===== src/rtl/subtrator_pkg.sv =====
// Shared types and sizing helpers for the time-multiplexed carry-bypass subtractor.
package subtrator_pkg;

  localparam int SLICE_W = 8;

  typedef enum logic [1:0] {IDLE, CALC, DONE} state_t;

  function automatic int nslice(input int width);
    return width / SLICE_W;
  endfunction

endpackage


===== src/rtl/bypass8_sub.sv =====
// Combinational 8-bit A + ~B + Cin slice; carry skips the ripple chain when every bit propagates.
module bypass8_sub
  import subtrator_pkg::*;
(
  input  logic [SLICE_W-1:0] A,
  input  logic [SLICE_W-1:0] B,
  input  logic               Cin,
  output logic [SLICE_W-1:0] S,
  output logic               Cout
);

  logic [SLICE_W-1:0] p;
  logic [SLICE_W-1:0] g;
  logic               ripple_c;

  always_comb begin
    p        = A ^ ~B;
    g        = A & ~B;
    ripple_c = Cin;
    S        = '0;
    for (int i = 0; i < SLICE_W; i++) begin
      S[i]     = p[i] ^ ripple_c;
      ripple_c = g[i] | (p[i] & ripple_c);
    end
    // Full group propagate means carry-out equals carry-in, so skip the ripple result.
    Cout = (&p) ? Cin : ripple_c;
  end

endmodule


===== src/rtl/subtrator_bypass8_32bits.sv =====
// D = A - B - Bin, one 8-bit slice per clock; result valid WIDTH/8 cycles after accept.
// in_ready only in IDLE; results held in DONE until out_ready, in_valid ignored meanwhile.
module subtrator_bypass8_32bits
  import subtrator_pkg::*;
#(
  parameter int WIDTH = 32
) (
  input  logic             clk,
  input  logic             rst_n,
  input  logic             in_valid,
  output logic             in_ready,
  input  logic [WIDTH-1:0] A,
  input  logic [WIDTH-1:0] B,
  input  logic             Bin,
  output logic             out_valid,
  input  logic             out_ready,
  output logic [WIDTH-1:0] D,
  output logic             Bout,
  output logic             Z,
  output logic             V
);

  localparam int NSLICE = nslice(WIDTH);
  localparam int IDX_W  = (NSLICE > 1) ? $clog2(NSLICE) : 1;
  localparam logic [IDX_W-1:0] IDX_LAST = IDX_W'(NSLICE - 1);

  generate
    if ((WIDTH % SLICE_W) != 0 || WIDTH == 0) begin : g_width_chk
      $error("WIDTH must be a nonzero multiple of 8");
    end
  endgenerate

  state_t                          state_q;
  logic [NSLICE-1:0][SLICE_W-1:0]  a_q;
  logic [NSLICE-1:0][SLICE_W-1:0]  b_q;
  logic [NSLICE-1:0][SLICE_W-1:0]  d_q;
  logic [NSLICE-1:0][SLICE_W-1:0]  d_d;
  logic                            carry_q;
  logic [IDX_W-1:0]                idx_q;
  logic                            bout_q;
  logic                            z_q;
  logic                            v_q;
  logic                            out_valid_q;

  logic [SLICE_W-1:0]              slice_s;
  logic                            slice_c;

  bypass8_sub u_slice (
    .A    (a_q[idx_q]),
    .B    (b_q[idx_q]),
    .Cin  (carry_q),
    .S    (slice_s),
    .Cout (slice_c)
  );

  // Difference as it will look once the current slice is written; feeds the Z/V flags.
  always_comb begin
    d_d        = d_q;
    d_d[idx_q] = slice_s;
  end

  always_ff @(posedge clk or negedge rst_n) begin
    if (!rst_n) begin
      state_q     <= IDLE;
      a_q         <= '0;
      b_q         <= '0;
      d_q         <= '0;
      carry_q     <= 1'b0;
      idx_q       <= '0;
      bout_q      <= 1'b0;
      z_q         <= 1'b0;
      v_q         <= 1'b0;
      out_valid_q <= 1'b0;
    end else begin
      case (state_q)
        IDLE: begin
          if (in_valid) begin
            a_q     <= A;
            b_q     <= B;
            carry_q <= ~Bin;
            idx_q   <= '0;
            state_q <= CALC;
          end
        end
        CALC: begin
          d_q     <= d_d;
          carry_q <= slice_c;
          idx_q   <= idx_q + 1'b1;
          if (idx_q == IDX_LAST) begin
            bout_q      <= ~slice_c;
            z_q         <= (d_d == '0);
            v_q         <= (a_q[NSLICE-1][SLICE_W-1] != b_q[NSLICE-1][SLICE_W-1]) &&
                           (d_d[NSLICE-1][SLICE_W-1] != a_q[NSLICE-1][SLICE_W-1]);
            out_valid_q <= 1'b1;
            idx_q       <= '0;
            state_q     <= DONE;
          end
        end
        DONE: begin
          if (out_ready) begin
            out_valid_q <= 1'b0;
            state_q     <= IDLE;
          end
        end
        default: state_q <= IDLE;
      endcase
    end
  end

  assign in_ready  = (state_q == IDLE);
  assign out_valid = out_valid_q;
  assign D         = d_q;
  assign Bout      = bout_q;
  assign Z         = z_q;
  assign V         = v_q;

endmodule


===== config.mk =====
export PLATFORM = sky130hd
export DESIGN_NAME = subtrator_bypass8_32bits
export DESIGN_NICKNAME = d
export VERILOG_FILES = /design/src/rtl/subtrator_pkg.sv /design/src/rtl/bypass8_sub.sv /design/src/rtl/subtrator_bypass8_32bits.sv
export SDC_FILE = /design/constraint.sdc
export NUM_CORES = 1
export LEC_CHECK = 0
export CAP_MARGIN = 20
export CORE_ASPECT_RATIO = 0.75
export CORE_MARGIN = 8
export CORE_UTILIZATION = 25
export CTS_BUF_LIST = sky130_fd_sc_hd__clkbuf_8
export DETAILED_ROUTE_END_ITERATION = 10
export PLACE_DENSITY = 0.59
export SYNTH_ARGS = -nofsm -noshare
export SYNTH_HDL_FRONTEND = slang
export SYNTH_SLANG_ARGS = --single-unit

===== constraint.sdc =====
create_clock -name clk -period 5.1 [get_ports clk]
set_input_delay 0.765 -clock clk [delete_from_list [all_inputs] [get_ports clk]]
set_output_delay 0.765 -clock clk [all_outputs]
set_load 0.02 [all_outputs]

==> results of run 1 <==
==> stage by stage <==
stage / TNS [ns] / cells
2_1_floorplan: 0 / 512
3_3_place_gp: 0 / 854
3_5_place_dp: -0.0429 / 854
4_1_cts: 0 / 869
5_1_grt: 0 / 869
6_report: 0 / 869
==> routing by layer <==
layer | vias to the layer above | global-route usage [%]
met3 | 8 | 3.67
met2 | 120 | 17.2
met5 | - | 0
met1 | 1810 | 17.1
met4 | 0 | 2.45
li1 | 1858 | -
==> power by group through the flow <==
stage / Combinational (W) / Sequential (W) / Clock [W]
finish: 0.00295 / 0.00151 / 0.000451
global route: 0.00326 / 0.00157 / 0.000495
CTS: 0.00291 / 0.00150 / 0.000463
detailed placement: 0.00287 / 0.00152 / 0
global placement: 0.00281 / 0.00151 / 0
floorplan: 0.00167 / 0.00157 / 0
==> worst min-delay path by stage <==
stage / start / endpoint / slack [ns] / depth (start not counted)
floorplan: a_q[16]$_DFFE_PN0P_ / a_q[16]$_DFFE_PN0P_ / 0.44 / 2
global placement: b_q[12]$_DFFE_PN0P_ / b_q[12]$_DFFE_PN0P_ / 0.45 / 2
detailed placement: b_q[18]$_DFFE_PN0P_ / b_q[18]$_DFFE_PN0P_ / 0.46 / 2
CTS: b_q[18]$_DFFE_PN0P_ / b_q[18]$_DFFE_PN0P_ / 0.48 / 2
global route: b_q[18]$_DFFE_PN0P_ / b_q[18]$_DFFE_PN0P_ / 0.50 / 2
finish: rst_n / D[14]$_DFFE_PN0P_ / 0.47 / 1
==> cell families after synthesis <==
| family | count (synthesis) | synth area share [%] |
|---|---|---|
| AO/OA/AOI/OAI | 54 | 6.41 |
| adder cells (fa/ha/maj) | 20 | 6.33 |
| buffers and inverters | 48 | 4.19 |
| flip-flops | 105 | 53.6 |
| multiplexers | 19 | 7.99 |
| AND/OR/NAND/NOR | 266 | 21.5 |
==> Yosys cell counts <==
| cell type | n |
|---|---|
| nand3_1 | 4 |
| or3_1 | 2 |
| a22o_1 | 1 |
| buf_2 | 11 |
| o21ai_0 | 37 |
| nor3_1 | 3 |
| buf_6 | 1 |
| or4_1 | 3 |
| o31ai_2 | 1 |
| ha_1 | 12 |
| o41ai_1 | 1 |
| nand4_1 | 4 |
| mux2i_1 | 2 |
| nand2_1 | 237 |
| a21oi_1 | 2 |
| clkbuf_1 | 9 |
| nor3_2 | 1 |
| o221ai_1 | 1 |
| nand2b_1 | 1 |
| nor2b_1 | 1 |
| nor2_1 | 7 |
| o2111ai_1 | 2 |
| mux2_2 | 1 |
| inv_1 | 22 |
| dfrtp_1 | 105 |
| nor4_1 | 1 |
| buf_4 | 1 |
| o21bai_1 | 1 |
| nand3b_1 | 1 |
| a211oi_1 | 1 |
| o31ai_1 | 2 |
| buf_1 | 4 |
| mux4_2 | 16 |
| a22oi_1 | 1 |
| a31oi_1 | 4 |
| and2_1 | 1 |
| fa_1 | 8 |
==> timing repair <==
action | 4_1_cts | 5_1_grt
endpoints found under the setup margin | 1 | 1
hold endpoints to repair | 0 | 0
pin swaps | 2 | 3
gates resized for setup | 2 | 7
cloned | 0 | 0
==> state kept, by name (all words and copies together) (netlist names) <==
register	flops
carry_q	1
out_valid	1
Bout	1
a_q	32
b_q	32
D	32
Z	1
idx_q	2
V	1
state_q	2
==> worst max-delay path: cells and delay by family (launching register included) <==
kind	cells	cell delay, ns
muxes	1	0.54
DFF	1	0.42
AOI/OAI and AO/OA	3	0.56
adders and majority gates	8	3.19
and+or+nand+nor	1	0.10
==> area by class of cell <==
class / count / area (um^2) / area share (%)
Inverter: 22 / 82.6 / 1.29
Sequential cell: 105 / 2630 / 41.0
Clock buffer: 9 / 124 / 1.93
Tap cell: 253 / 317 / 4.94
Multi-Input combinational cell: 359 / 2100 / 32.8
Timing Repair Buffer: 115 / 1120 / 17.5
Clock inverter: 6 / 35.0 / 0.546
==> impl_metrics.ini, run 1 <==
[status]
run_status = finished, final reports clean

[timing]
setup_violations = 0
fmax_mhz = 205
slew_violations = 0
holdWs_ns = 0.466
worstMarginPinSlew_ns = 0.769
report.final.hold_viol_count = 0
skew_ns = 0.0179
slew_headroom_pct = 48.7
rsz0062_at_grt = no
layout_setup_ws_ns = 0.225
fin_crit_sh_pct = 95.6
min_period_ns = 4.88

[global_route]
antenna_found_initial = 0
grt_max_degree = 67
overflow = 0
grt.total_usage_pct = 11.9
grt_pass1_vias = 4001
grt_pass1_wl_um = 22400

[cells_and_area]
diodes = 0
fin_area_um2 = 6410
final_util_pct = 33.3
layout_common_cells = nand2_1, dfrtp_1, clkdlybuf4s50_1, o21ai_0, inv_1
nets = 701
drive_gt1_share_pct = 8.93
nFillCells = 2043
final_common_cell = nand2_1
syn_to_final_growth_pct = 30.8

[worst_setup_path]
critPathCapture = Z$_DFFE_PN0P_
max_stage_delay_ns = 0.58
crit_top_cell = fa_2
r2r_start = idx_q[0]$_DFFE_PN0P_
crit_chain = mux4_2, fa_2, fa_2, fa_2, fa_2, fa_1, fa_1, fa_1, fa_2, nand3_1, a22oi_2, o2111ai_2, o31ai_2
crit_start = idx_q[0]$_DFFE_PN0P_
rr_endpoint = Z$_DFFE_PN0P_
cp.arrival_ns = 5.17
r2r_slack_ns = 0.22
required_ns = 5.39
worst_setup_path_start_kind = register
crit_path_max_fanout = 4
r2r_cells = 13
end_kind = register
critPathKind = reg2reg
cp_slowest_cell = fa_2

[logic_synthesis]
synthCells = 512
syn-cell-area_um2 = 4900
synth_area_leaders = dfrtp_1, nand2_1, mux4_2
avgSynthCellArea_um2 = 9.57
ys_seq_area_share_pct = 53.6
synthesis.nets = 601
synth_seq_cells = 105
yosysTopAreaCell = dfrtp_1
yosys.area.top_type_share_pct = 53.6
ys_types = 37
yosys_warnings = 0

[drt]
wl_met2_um = 5720
met3_length_um = 1150
ant_nets = 0
wl_per_cell_um = 15.8
routed_wl_um = 13700
vias = 3796
viasPerCell = 4.37
highest_layer = met4
drc = 0
drt_iter0_markers = 389
wl_met1_um = 6760
firstDrtPassIters = 5

[floorplan]
die-area_um2 = 24400
rows = 44
ios = 106
start_util_pct = 25.4
die_x_um = 178
coreArea_um2 = 19300
chipHeight_um = 137

[cts]
cts_tree = built
cts_root_buf = clkbuf_8
clk_transition_reported_paths_ns = 0.10
clock-sinks = 105
cts_setup_buffers = 0
clock_insertion_delay_worst_skew_ns = 0.37
h-tree-depth = 3
cts_buffers = 9
cts_max_path_buffers = 2
hold_buffers = 0

[pwr]
p_total_w = 0.00491
p_sw_share_pct = 46.4
clock_power_share_pct = 9.2
p_switching_w = 0.00228
pwr-share-seq_pct = 30.7
cellLeakagePower_nw = 2.96
internal-power_w = 0.00263
p_comb_share_pct = 60.1
power_density_nw_per_um2 = 765
ir_drop_mv = 0.464

[placement]
routabilityCongestion = 0.833
post_dp_cell_area_um2 = 6220
hpwl_um = 10600
io_buffers = 105
pre_cts_ws_ns = -0.0429

[worst_hold_path]
hold_path.class = in2async

[job]
maxCapViolations = 0
Note: power is estimated with default switching activity, not from simulation.
==> run 2, diff against run 1 <==
- TNS_END_PERCENT: unset -> 10
==> results of run 2 <==
Final layout, timing and power as in run 1 (identical DEF).
==> run 3, diff against run 2 <==
- ABC_CLOCK_PERIOD_IN_PS: unset -> 5100
- RECOVER_POWER: unset -> 25
==> run 3 against run 2 <==
The flow now finishes with violations (capacitance limit, slew limit). Worst setup slack got worse by 0.0013 ns. Hold slack improved by 0.012 ns. Clock skew is 0.00066 ns higher. Clock power is essentially flat. Utilization about the same. Register-to-register slack about the same.
==> impl_metrics.ini, run 3 (synthesis results as in run 1) <==
[status]
run_status = complete, but fails checks
violations = capacitance limit, slew limit

[cells_and_area]
nFillCells = 2042
layout_common_cells = nand2_1, dfrtp_1, clkdlybuf4s50_1, o21ai_0, inv_1
final_common_cell = nand2_1
drive_gt1_share_pct = 8.77
seqCellArea_um2 = 2630
nets = 701
multi_input_area_um2 = 2100
fin_area_um2 = 6410
syn_to_final_growth_pct = 30.7
diodes = 0

[floorplan]
ios = 106
rows = 44
start_util_pct = 25.4
chipHeight_um = 137
coreArea_um2 = 19300
die_x_um = 178
die-area_um2 = 24400

[drt]
firstDrtPassIters = 5
routed_wl_um = 13700
viasPerCell = 4.37
ant_nets = 0
vias = 3794
drc = 0
wl_per_cell_um = 15.8
drt_iter0_markers = 389

[cts]
cts_tree = built
clock-sinks = 105
h-tree-depth = 3
clock_insertion_delay_worst_skew_ns = 0.37
cts_buffers = 9
clk_transition_reported_paths_ns = 0.10
cts_max_path_buffers = 2
cts_root_buf = clkbuf_8
hold_buffers = 0

[worst_setup_path]
required_ns = 5.40
worst_setup_path_start_kind = register
crit_path_max_fanout = 4
cp.arrival_ns = 5.17
end_kind = register
critPathKind = reg2reg

[timing]
rsz0062_at_grt = no
min_period_ns = 4.88
worstMarginPinSlew_ns = 3.24
skew_ns = 0.0186
setup_violations = 0
fin_crit_sh_pct = 95.6
slew_headroom_pct = -116
fmax_mhz = 205
slew_violations = 62
report.final.hold_viol_count = 0

[global_route]
grt_pass1_wl_um = 22400
antenna_found_initial = 0
grt_pass1_vias = 4001
grt_max_degree = 67
overflow = 0
grt.total_usage_pct = 11.9

[placement]
routabilityCongestion = 0.833
post_dp_cell_area_um2 = 6220
hpwl_um = 10600
io_buffers = 105

[pwr]
power_density_nw_per_um2 = 765
p_comb_share_pct = 60.1
internal-power_w = 0.00263
p_total_w = 0.00490
p_sw_share_pct = 46.4
clock_power_share_pct = 9.2
cellLeakagePower_nw = 2.96
ir_drop_mv = 0.464
p_switching_w = 0.00227
pwr-share-seq_pct = 30.7

[worst_hold_path]
hold_path.class = reg2reg

[job]
maxCapViolations = 1
-- run 3: worst paths after layout --
kind,from,to,slack [ns],cells past startpoint
min in group asynchronous,rst_n,D[14]$_DFFE_PN0P_,1.47,1
worst min register to register,b_q[18]$_DFFE_PN0P_,b_q[18]$_DFFE_PN0P_,0.48,2
max in group asynchronous,rst_n,idx_q[0]$_DFFE_PN0P_,1.71,2
worst max register to register,idx_q[0]$_DFFE_PN0P_,Z$_DFFE_PN0P_,0.22,13
worst max-delay path,idx_q[0]$_DFFE_PN0P_,Z$_DFFE_PN0P_,0.22,13
worst min-delay path,b_q[18]$_DFFE_PN0P_,b_q[18]$_DFFE_PN0P_,0.48,2
-- run 3: through the flow --
| step | cells | setup TNS, ns | utilization (%) | hold slack [ns] | setup WS, ns |
|---|---|---|---|---|---|
| 6_report | 869 | 0 | 33.3 | 0.478 | 0.223 |
| 5_1_grt | 869 | 0 | 33.3 | 0.505 | 0.0327 |
| 3_5_place_dp | 854 | -0.0429 | 32.3 | 0.459 | -0.0429 |
| 3_3_place_gp | 854 | 0 | 32.3 | 0.455 | 0.0978 |
| 4_1_cts | 869 | 0 | 33.1 | 0.483 | 0.00577 |
| 2_1_floorplan | 512 | 0 | - | 0.440 | 0.0244 |
-- run 3: worst max-delay path, stage by stage, from the launching register on --
cell       delay, ns
dfrtp_2         0.42
mux4_2          0.54
fa_2            0.36
fa_2            0.36
fa_2            0.37
fa_2            0.36
fa_1            0.39
fa_1            0.38
fa_1            0.39
fa_2            0.58
nand3_1         0.10
a22oi_2         0.19
o2111ai_2       0.15
o31ai_2         0.22
-- run 3: power groups by stage --
stage / Clock [W] / Sequential [W] / Combinational [W]
floorplan: 0 / 0.00157 / 0.00167
global placement: 0 / 0.00151 / 0.00281
detailed placement: 0 / 0.00152 / 0.00287
CTS: 0.000463 / 0.00150 / 0.00291
global route: 0.000495 / 0.00157 / 0.00326
finish: 0.000451 / 0.00151 / 0.00294
-- run 3: metal layers --
metal,track usage [%],vias to the layer above,part of all wire [%]
met5,0,-,0
met4,2.45,0,0.64
met3,3.67,8,8.4
met2,17.2,120,42
met1,17.1,1808,49
li1,-,1858,-
-- run 3: layout make-up --
cell class	count	area share (%)
well taps	253	4.94
repair buffers	115	17.5
multi-input cells	359	32.8
inverters	22	1.29
clock inverters	6	0.547
clock buffers	9	1.93
flip-flops and latches	105	41.0
-- run 3: timing repair --
item	CTS	global route
setup endpoints to repair	1	1
pin swaps	2	3
endpoints found under the hold margin	0	0
resized for setup	2	7
setup buffers	0	0
